<file path="src/rtl/pwm_pkg.sv">
// Shared types and reset constants for the multi-channel PWM generator.
package pwm_pkg;

   localparam int CTR_SIZE = 8;
   localparam int CHANNELS = 4;

   typedef logic [CTR_SIZE-1:0] ctr_t;

   typedef enum logic {
      DIR_UP,
      DIR_DOWN
   } dir_e;

   localparam ctr_t CTR_RESET = '0;
   localparam ctr_t TOP_RESET = '1;

endpackage

</file>
<file path="src/rtl/pwm_multi_if.sv">
// Control/status bundle between a register block (master) and pwm_multi (slave).
// The center signal exists only when PWM_CENTER_EN is defined.
interface pwm_multi_if #(
   parameter int CTR_SIZE = pwm_pkg::CTR_SIZE,
   parameter int CHANNELS = pwm_pkg::CHANNELS
);

   logic                         enable;
   logic [CTR_SIZE-1:0]          top;
   logic [CHANNELS*CTR_SIZE-1:0] compare;
   logic                         load;
   logic                         load_pending;
   logic                         period_end;
   logic [CHANNELS-1:0]          pwm;

`ifdef PWM_CENTER_EN
   logic                         center;

   modport master (output enable, top, compare, load, center,
                   input  load_pending, period_end, pwm);
   modport slave  (input  enable, top, compare, load, center,
                   output load_pending, period_end, pwm);
`else
   modport master (output enable, top, compare, load,
                   input  load_pending, period_end, pwm);
   modport slave  (input  enable, top, compare, load,
                   output load_pending, period_end, pwm);
`endif

endinterface

</file>
<file path="src/rtl/pwm_channel.sv">
// One PWM output: active compare register (reloaded on the apply strobe)
// and the registered comparison against the shared counter.
module pwm_channel #(
   parameter int CTR_SIZE = pwm_pkg::CTR_SIZE
) (
   input  logic                clk,
   input  logic                rst,
   input  logic                enable,
   input  logic                apply,
   input  logic [CTR_SIZE-1:0] ctr,
   input  logic [CTR_SIZE-1:0] cmp_sh,
   output logic                pwm
);

   logic [CTR_SIZE-1:0] cmp_act_d, cmp_act_q;
   logic                pwm_d, pwm_q;

   // The output compares against the compare value active before this edge,
   // so a reload at the boundary only affects the following period.
   always_comb begin
      cmp_act_d = apply ? cmp_sh : cmp_act_q;
      pwm_d     = enable && (ctr < cmp_act_q);
   end

   // NOTE: flops use non-blocking <= so every register samples pre-edge values.
   always_ff @(posedge clk) begin
      if (rst) begin
         cmp_act_q <= '0;
         pwm_q     <= 1'b0;
      end else begin
         cmp_act_q <= cmp_act_d;
         pwm_q     <= pwm_d;
      end
   end

   assign pwm = pwm_q;

endmodule

</file>
<file path="src/rtl/pwm_multi.sv">
// Multi-channel PWM with a shared period counter and double-buffered top/compare.
// Optional centre-aligned counting is built when PWM_CENTER_EN is defined.
module pwm_multi #(
   parameter int CTR_SIZE = pwm_pkg::CTR_SIZE,
   parameter int CHANNELS = pwm_pkg::CHANNELS
) (
   input logic        clk,
   input logic        rst,
   pwm_multi_if.slave bus
);

   import pwm_pkg::*;

   localparam logic [CTR_SIZE-1:0] CTR_INIT = {CTR_SIZE{CTR_RESET[0]}};
   localparam logic [CTR_SIZE-1:0] TOP_INIT = {CTR_SIZE{TOP_RESET[0]}};
   localparam logic [CTR_SIZE-1:0] CTR_ONE  = CTR_SIZE'(1);

   logic [CTR_SIZE-1:0]          ctr_d, ctr_q;
   logic [CTR_SIZE-1:0]          top_act_d, top_act_q;
   logic [CTR_SIZE-1:0]          top_sh_d, top_sh_q;
   logic [CHANNELS*CTR_SIZE-1:0] cmp_sh_d, cmp_sh_q;
   logic                         load_pending_d, load_pending_q;
   logic                         period_end_d, period_end_q;
   logic                         boundary;
   logic                         apply;
   logic [CHANNELS-1:0]          pwm_w;

`ifdef PWM_CENTER_EN
   dir_e dir_d, dir_q;
   logic center_d, center_q;
`endif

   // NOTE: every always_comb output gets a default first so no latch is inferred.
   always_comb begin
      top_sh_d       = top_sh_q;
      cmp_sh_d       = cmp_sh_q;
      load_pending_d = load_pending_q;
      ctr_d          = ctr_q;

`ifdef PWM_CENTER_EN
      if (center_q) begin
         boundary = bus.enable && ((dir_q == DIR_DOWN && ctr_q == '0) || top_act_q == '0);
      end else begin
         boundary = bus.enable && (ctr_q == top_act_q);
      end
`else
      boundary = bus.enable && (ctr_q == top_act_q);
`endif

      // While stopped a pending shadow is applied immediately.
      apply        = load_pending_q && (boundary || !bus.enable);
      top_act_d    = apply ? top_sh_q : top_act_q;
      period_end_d = boundary;

      // A load on the apply cycle keeps pending set for the next boundary.
      if (bus.load) begin
         top_sh_d       = bus.top;
         cmp_sh_d       = bus.compare;
         load_pending_d = 1'b1;
      end else if (apply) begin
         load_pending_d = 1'b0;
      end

`ifdef PWM_CENTER_EN
      center_d = (boundary || !bus.enable) ? bus.center : center_q;
      dir_d    = dir_q;
      if (!bus.enable) begin
         ctr_d = CTR_INIT;
         dir_d = DIR_UP;
      end else if (boundary) begin
         // The boundary cycle itself is the ctr==0 step of the down slope.
         dir_d = DIR_UP;
         ctr_d = (center_d && top_act_d != '0) ? CTR_ONE : CTR_INIT;
      end else if (!center_q) begin
         ctr_d = ctr_q + CTR_ONE;
      end else if (dir_q == DIR_UP && ctr_q == top_act_q) begin
         dir_d = DIR_DOWN;
         ctr_d = ctr_q - CTR_ONE;
      end else if (dir_q == DIR_UP) begin
         ctr_d = ctr_q + CTR_ONE;
      end else begin
         ctr_d = ctr_q - CTR_ONE;
      end
`else
      if (!bus.enable || boundary) begin
         ctr_d = CTR_INIT;
      end else begin
         ctr_d = ctr_q + CTR_ONE;
      end
`endif
   end

   always_ff @(posedge clk) begin
      if (rst) begin
         ctr_q          <= CTR_INIT;
         top_act_q      <= TOP_INIT;
         top_sh_q       <= '0;
         cmp_sh_q       <= '0;
         load_pending_q <= 1'b0;
         period_end_q   <= 1'b0;
`ifdef PWM_CENTER_EN
         dir_q          <= DIR_UP;
         center_q       <= 1'b0;
`endif
      end else begin
         ctr_q          <= ctr_d;
         top_act_q      <= top_act_d;
         top_sh_q       <= top_sh_d;
         cmp_sh_q       <= cmp_sh_d;
         load_pending_q <= load_pending_d;
         period_end_q   <= period_end_d;
`ifdef PWM_CENTER_EN
         dir_q          <= dir_d;
         center_q       <= center_d;
`endif
      end
   end

   for (genvar i = 0; i < CHANNELS; i++) begin : g_ch
      pwm_channel #(.CTR_SIZE(CTR_SIZE)) u_ch (
         .clk    (clk),
         .rst    (rst),
         .enable (bus.enable),
         .apply  (apply),
         .ctr    (ctr_q),
         .cmp_sh (cmp_sh_q[i*CTR_SIZE +: CTR_SIZE]),
         .pwm    (pwm_w[i])
      );
   end

   assign bus.pwm          = pwm_w;
   assign bus.load_pending = load_pending_q;
   assign bus.period_end   = period_end_q;

endmodule

</file>
<file path="src/flat_wrapper.sv">
// flat-port wrapper written by rule: the top's interface ports become plain ports
module pwm_multi_flat import pwm_pkg::*;
#(
   parameter int CTR_SIZE = pwm_pkg::CTR_SIZE,
   parameter int CHANNELS = pwm_pkg::CHANNELS
)
  (clk, rst, bus_enable, bus_top, bus_compare, bus_load, bus_load_pending, bus_period_end, bus_pwm);
  pwm_multi_if #(.CTR_SIZE(CTR_SIZE), .CHANNELS(CHANNELS)) bus_i ();
  input logic clk;
  input logic rst;
  input wire logic [$bits(bus_i.enable)-1:0] bus_enable;
  input wire logic [$bits(bus_i.top)-1:0] bus_top;
  input wire logic [$bits(bus_i.compare)-1:0] bus_compare;
  input wire logic [$bits(bus_i.load)-1:0] bus_load;
  output wire logic [$bits(bus_i.load_pending)-1:0] bus_load_pending;
  output wire logic [$bits(bus_i.period_end)-1:0] bus_period_end;
  output wire logic [$bits(bus_i.pwm)-1:0] bus_pwm;
  assign bus_i.enable = bus_enable;
  assign bus_i.top = bus_top;
  assign bus_i.compare = bus_compare;
  assign bus_i.load = bus_load;
  assign bus_load_pending = bus_i.load_pending;
  assign bus_period_end = bus_i.period_end;
  assign bus_pwm = bus_i.pwm;
  pwm_multi #(.CTR_SIZE(CTR_SIZE), .CHANNELS(CHANNELS)) u_core (.clk(clk), .rst(rst), .bus(bus_i));
endmodule
</file>
<file path="config.mk">
export PLATFORM = sky130hd
export DESIGN_NAME = pwm_multi_flat
export DESIGN_NICKNAME = d
export VERILOG_FILES = /design/src/rtl/pwm_pkg.sv /design/src/rtl/pwm_multi_if.sv /design/src/rtl/pwm_channel.sv /design/src/rtl/pwm_multi.sv /design/src/flat_wrapper.sv
export SDC_FILE = /design/constraint.sdc
export NUM_CORES = 1
export LEC_CHECK = 0
export CAP_MARGIN = 20
export CORE_AREA = 2 2 149 108
export DETAILED_ROUTE_END_ITERATION = 7
export DIE_AREA = 0 0 151 110
export GPL_TIMING_DRIVEN = 0
export HOLD_SLACK_MARGIN = 0.12
export PLACE_DENSITY = 0.65
export SYNTH_ARGS = -nofsm -noshare
export SYNTH_HDL_FRONTEND = slang
export SYNTH_SLANG_ARGS = --single-unit
</file>
<file path="constraint.sdc">
create_clock -name clk -period 2.8 [get_ports clk]
set_clock_uncertainty 0.15 [all_clocks]
set_input_delay 0.56 -clock clk [delete_from_list [all_inputs] [get_ports clk]]
set_output_delay 0.56 -clock clk [all_outputs]
set_load 0.1 [all_outputs]
</file>
==> summary.md <==
| Metric | Value |
|---|---|
| Status | completed |
| EDFF count, synth | 0 |
| Starting DRT DRC Count | ~450 |
| Arr. time, crit path | 1.93 ns |
| Post-synth top cells | dfxtp_1, nand2_1, nor2_1 |
| Placed cell areas | about 6000 µm² |
| Warning count from the yosys run | 0 |
| Area occupied by multi-input gates | around 3000 µm² |
| Slew HR | 0.3397 |
| Average size of a mapped cell | between 8 and 9 µm² |
| CP Launch Type | flip-flop |
| PD cells | 515.0 nW/µm² |
| Number of global-route vias before repair | 4624 |
| Routed WL per cell | 18.66 µm |
| CP endpoint kind | output pin |
| Quantity of hold-fixing buffers added after cts | 0 |
| Post-layout min period | roughly 2.6 ns |
| Total Wirelength | 16110 µm |
| CTS Buf Count | 9 |
| Count of antenna-violating nets left after detailed routing | 0 |
| I/O pin count | 50 |
| Core area | 15120 µm² |
| H-tree lvl count | 3 |
| Synth top area share | 0.3617 |
| Slowest cell on the critical path | clkdlybuf4s50_1 |
| I/O Buffers | 46 |
| ANT cells | 0 |
| Initial antenna violation count | 0 |
| Total global-route track usage | 0.1993 |
| TNS Setup | 0 ns |
| Die X | ~150 µm |
| Slew Limit Fails | 0 |
| FFs w/ async S/R, synth | 0 |
| Slew @ Worst Pin | 0.9873 ns |
| 1st-pass router iterations | 6 |
| Internal Power | 0.002296 W |
| Via count | 4931 |
| Leading area contributor after synthesis | dfxtp_1 |
| Hold Vio Cnt, Final | 0 |
| Post-synthesis sequential area ratio | 0.3617 |
| CTS resizes | 0 |
| Psw | 0.0009099 W |
| Clk buf depth | 2 |
| Final net count | between 700 and 800 |
| Worst IR drop on VDD | 0.0003493 V |
| Vias per cell | 5.714 |
| Upper clock frequency limit | ~380 MHz |
| Leak | 2.221 nW |
| Worst-Skew Late Latency | 0.35 ns |
| Prevailing post-synth register cell | dfxtp_1 |
| Crit path cell chain | clkdlybuf4s50_1 |
| Initial cell density of the core | 0.3441 |
| Syn Nets | 674 |
| Fraction of layout instances using a drive strength above 1 | 0.05279 |
| Reg area | 1882 µm² |
| Logic pwr share | 0.136 |
| Synth area leaders | dfxtp_1, mux2i_1, ha_1, o311ai_1, nand2_1 |
| FF+latch count, synth | 94 |
| Delay-heaviest family, CP | buffers and inverters |
| Finished Cell Area | 6225 µm² |
| Root buf cell | clkbuf_16 |
| GR Overflow Total | 0 |
| Num rows | 38 |
| Endpoints failing setup | 0 |
| Count leader, synth | dfxtp_1 |
| Max_cap viols | 0 |
| Sw frac | 0.2838 |
| DIE AREA | 16610 µm² |
| Worst hold-check path type | reg -> reg |
| Setup Fix Bufs, Post-CTS | 0 |
| Setup CP Type | reg -> out |
| Reg power frac | 0.458 |
| Required time of the worst setup path | 2.09 ns |
| RePlAce Congestion | ~0.9 |
| Synth cell types | 34 |
| First-pass GRT wire length | 25360 µm |
| Fillers | 1522 |
| Hpwl dp | 11540 µm |
| DIE HEIGHT | 110 µm |
| Slowest stage delay, CP | 1.18 ns |
| Synth Cell Area | 5202 µm² |
| Drc violations | 0 |
| Fin crit share | 0.9434 |
| Clock sink total | 94 |
| Area Growth Syn to Fin | 19.65% |
| Unrepaired setup endpoints after global routing | no |
| CTS tree | built |
| WP buf/inv | 1 |
| Clk network pwr share | 0.406 |
| Largest net degree at the start of global routing | 19 |
| Syn Inst Count | about 600 |
| CTS clk-pin slew, worst paths | 0.07 ns |
| Crit path max fanout | 5 |
[registers in the layout, indices dropped and copies added, names as in the netlist]
register / flops
u_core.top_sh_q: 8
u_core.cmp_sh_q: 32
u_core.bus.load_pending: 1
u_core.g_ch.u_ch.cmp_act_q: 32
u_core.g_ch.u_ch.pwm: 4
u_core.bus.period_end: 1
u_core.ctr_q: 8
u_core.top_act_q: 8
[logic make-up after synthesis]
group,share of synthesized area
DFF,0.3617
AOI/OAI and AO/OA,0.1698
muxes,0.07696
buffers and inverters,0.07600
adders and majority gates,0.06975
and+or+nand+nor,0.2164
xor gates and xnor gates,0.02934
[worst paths after layout]
path                                                                     from                                            end  slack (ns)  cells past startpoint
worst max-delay path                     u_core.bus.load_pending$_SDFFE_PP0P_                               bus_load_pending        0.16                      1
worst min-delay path            u_core.g_ch[0].u_ch.cmp_act_q[4]$_SDFFE_PP0P_  u_core.g_ch[0].u_ch.cmp_act_q[4]$_SDFFE_PP0P_        0.33                      2
worst max register to register                     u_core.ctr_q[5]$_SDFF_PP0_  u_core.g_ch[0].u_ch.cmp_act_q[1]$_SDFFE_PP0P_        0.46                      5
worst min register to register  u_core.g_ch[0].u_ch.cmp_act_q[4]$_SDFFE_PP0P_  u_core.g_ch[0].u_ch.cmp_act_q[4]$_SDFFE_PP0P_        0.33                      2
[metrics by stage]
stage	setup slack [ns]	power, W	util	hold WS, ns	instances
after detailed placement	0.3762	0.001924	0.3911	0.3225	847
after CTS	0.1588	0.003213	0.4117	0.3328	863
after global placement	0.4043	0.001911	0.3911	0.3161	847
after global routing	0.1095	0.003310	0.4117	0.3569	863
final	0.1586	0.003206	0.4117	0.3297	863
after floorplan	0.5268	0.001753	-	0.3076	601
[cells in the final DEF, fill, tap and decap left out, drive strengths merged, types with 4 or more instances in the layout]
cell,synthesis,layout
dfxtp,94,94
ha,29,29
a211oi,16,16
nor3b,13,13
nand3b,8,8
xnor2,10,10
clkdlybuf4s50,0,46
a2111oi,8,8
clkbuf,40,49
buf,22,22
o31ai,8,8
a31oi,32,32
inv,30,34
o21a,4,4
nor3,36,36
o21ai,4,4
nand2b,5,5
xor2,4,4
nor2,42,42
and4,6,6
mux2i,40,40
or4,32,32
nand3,4,4
a21o,12,12
o311ai,32,32
nand2,64,64
[power by group through the flow]
stage / clock (W) / sequential [W] / combinational, W
global route: 0.00136 / 0.00148 / 0.000470
global placement: 0 / 0.00150 / 0.000415
finish: 0.00130 / 0.00147 / 0.000435
detailed placement: 0 / 0.00150 / 0.000426
floorplan: 0 / 0.00148 / 0.000275
CTS: 0.00132 / 0.00147 / 0.000429
[routing by layer]
| metal | up-vias | track usage | routed length (µm) | part of all wire |
|---|---|---|---|---|
| li1 | 2332 | - | - | - |
| met1 | 2321 | 0.2905 | 7991 | 0.50 |
| met2 | 257 | 0.2929 | 6580 | 0.41 |
| met3 | 21 | 0.04609 | 1345 | 0.084 |
| met4 | 0 | 0.05741 | 188 | 0.012 |
| met5 | - | 0 | 0 | 0 |
[layout make-up]
class,instances,area share
multi-input combinational,415,0.4700
sequential,94,0.3023
timing repair buffer,46,0.07397
buffer,62,0.04543
tap,200,0.04020
clock buffer,9,0.03618
inverter,30,0.01809
clock inverter,7,0.01387
Power figures use the tool's default switching activity.
==> variant: new RTL, config.mk and constraints unchanged <==
Set the package constant `CTR_SIZE` to 16 (it was 8).
--- a/src/rtl/pwm_pkg.sv
+++ b/src/rtl/pwm_pkg.sv
@@ -3,3 +3,3 @@
 
-   localparam int CTR_SIZE = 8;
+   localparam int CTR_SIZE = 16;
    localparam int CHANNELS = 4;
Ports: changed (resized bus_compare and bus_top); port bits go from 50 to 90. No check against the original RTL was run, so the function may have changed too.
==> variant against the unedited design <==
Fmax fell by 2.7%. Worst setup slack got worse by 0.072 ns. Routed wire length rose by 15%. Final area rose by 53%. Total power rose by 82%. Synthesized cell count rose by 25%. Area after synthesis rose by 49%. Sequential cell count rose by 88. Critical endpoint is now u_core.g_ch[3].u_ch.cmp_act_q[13]. Largest cell class is now flip-flops and latches. Largest power group unchanged. Highest routed layer unchanged.
==> variant: results (changes against the unedited design) <==
Reg2Reg Launch Point: u_core.ctr_q[6]
Tightest Pin Transition: 0.9664 ns (-0.02096 ns)
status: completed
Syn Nets: 897 (+33%)
Worst Reg-to-Reg Cells: 7 (+2)
Largest regs: u_core.cmp_sh_q: 64 flops, u_core.g_ch.u_ch.cmp_act_q: 64 flops
DRT iter0 DRCs: 264 (-42%)
vias in the first global route: 5666 (+23%)
Worst Setup EP: u_core.g_ch[3].u_ch.cmp_act_q[13]
first-pass GRT wire length: 29550 um (+17%)
Netlist cell types: 41 (+21%)
Post-Layout Cell Count: 1071 (+24%)
hold path startpoint: u_core.cmp_sh_q[36]
largest net degree at the start of global routing: 17 (-2)
H-tree Lvls: 4 (+1)
clk_lat worst skew: 0.43 ns (+0.08 ns)
drt pass-1 iters: 5 (-1)
data arrival time of the worst path: 2.88 ns (+0.95 ns)
Leak: 3.975 nW (+79%)
Mapped Cells: 752 (+25%)
Via Count: 5639 (+14%)
worst reg2reg endpoint: u_core.g_ch[3].u_ch.cmp_act_q[13]
GRT Util Overall: 0.2347 (+0.03534)
hold depth: 1 (-1)
hold_ws: 0.3275 ns (-0.002198 ns)
DP Cell Count: 1040 (+23%)
Max Fanout on Critical Path: 10 (+5)
GP Congestion: 0.8138 (-9.6%)
Worst VDD drop: 0.3551 mV (+1.7%)
port bufs: 88 (+91%)
sequential area share after synthesis: 0.4696 (+0.1079)
setup slack, reg-to-reg: 0.09 ns (-0.37 ns)
Synth top cells by count: 182 x dfxtp_1, 105 x nor2_1, 80 x mux2i_1
TritonCTS Buffers: 17 (+8)
post-DP HPWL: 13310 um (+15%)
fin nets: 1004 (+37%)
Hold Path Sink: u_core.g_ch[2].u_ch.cmp_act_q[4]
final WL: 18560 um (+15%)
fill count: 1252 (-18%)
Synth area leaders: dfxtp_1 47%, mux2i_1 10%, ha_1 9.8%, a22o_1 6.8%, nor2_1 5.1%
share of cells above drive strength 1: 0.08381 (+0.03102)
cts repair resizes: 5 (+5)
[variant: routing by layer]
layer,global-route usage,vias to the layer above,routed length (um)
li1,-,2857,-
met1,0.3361,2647,9523
met2,0.3643,124,7944
met3,0.05350,11,971
met4,0.05140,0,116
met5,0,-,0
[variant: logic make-up after synthesis]
logic type / share of synthesized area
adders and majority gates: 0.09837
and+or+nand+nor: 0.08821
xor gates and xnor gates: 0.03387
DFF: 0.4696
buffers and inverters: 0.05999
AOI/OAI and AO/OA: 0.1467
muxes: 0.1032
[variant: power breakdown]
| part | internal [mW] | switching, mW | total [mW] | leakage, nW |
|---|---|---|---|---|
| clock network | 1.48 | 1.01 | 2.49 | 0.299 |
| registers | 2.71 | 0.0757 | 2.78 | 1.50 |
| logic | 0.280 | 0.280 | 0.560 | 2.18 |
[variant: critical path, stage by stage, from the launching register on]
cell	delay [ns]
dfxtp_2	0.57
xor2_1	0.14
nor4_2	0.34
nand4_2	0.27
a21o_2	0.26
clkbuf_1	0.29
clkbuf_1	0.32
a22o_1	0.24
[variant: through the flow]
step / instance area (um2) / setup slack [ns]
3_3_place_gp: 8890 / -0.08010
5_1_grt: 9522 / 0.005016
3_5_place_dp: 8890 / -0.1498
6_report: 9522 / 0.08665
4_1_cts: 9510 / 0.009500
2_1_floorplan: 7759 / 0.6399
[variant: cell type report]
type / instances / area, um2 / area share
Inverter: 67 / 251.5 / 0.02641
Clock buffer: 22 / 474.2 / 0.04980
Tap cell: 200 / 250.2 / 0.02628
Sequential cell: 182 / 3660 / 0.3844
Clock inverter: 9 / 140.1 / 0.01472
Multi-Input combinational cell: 464 / 3650 / 0.3833
Timing Repair Buffer: 88 / 880.8 / 0.09251
Buffer: 39 / 215.2 / 0.02260
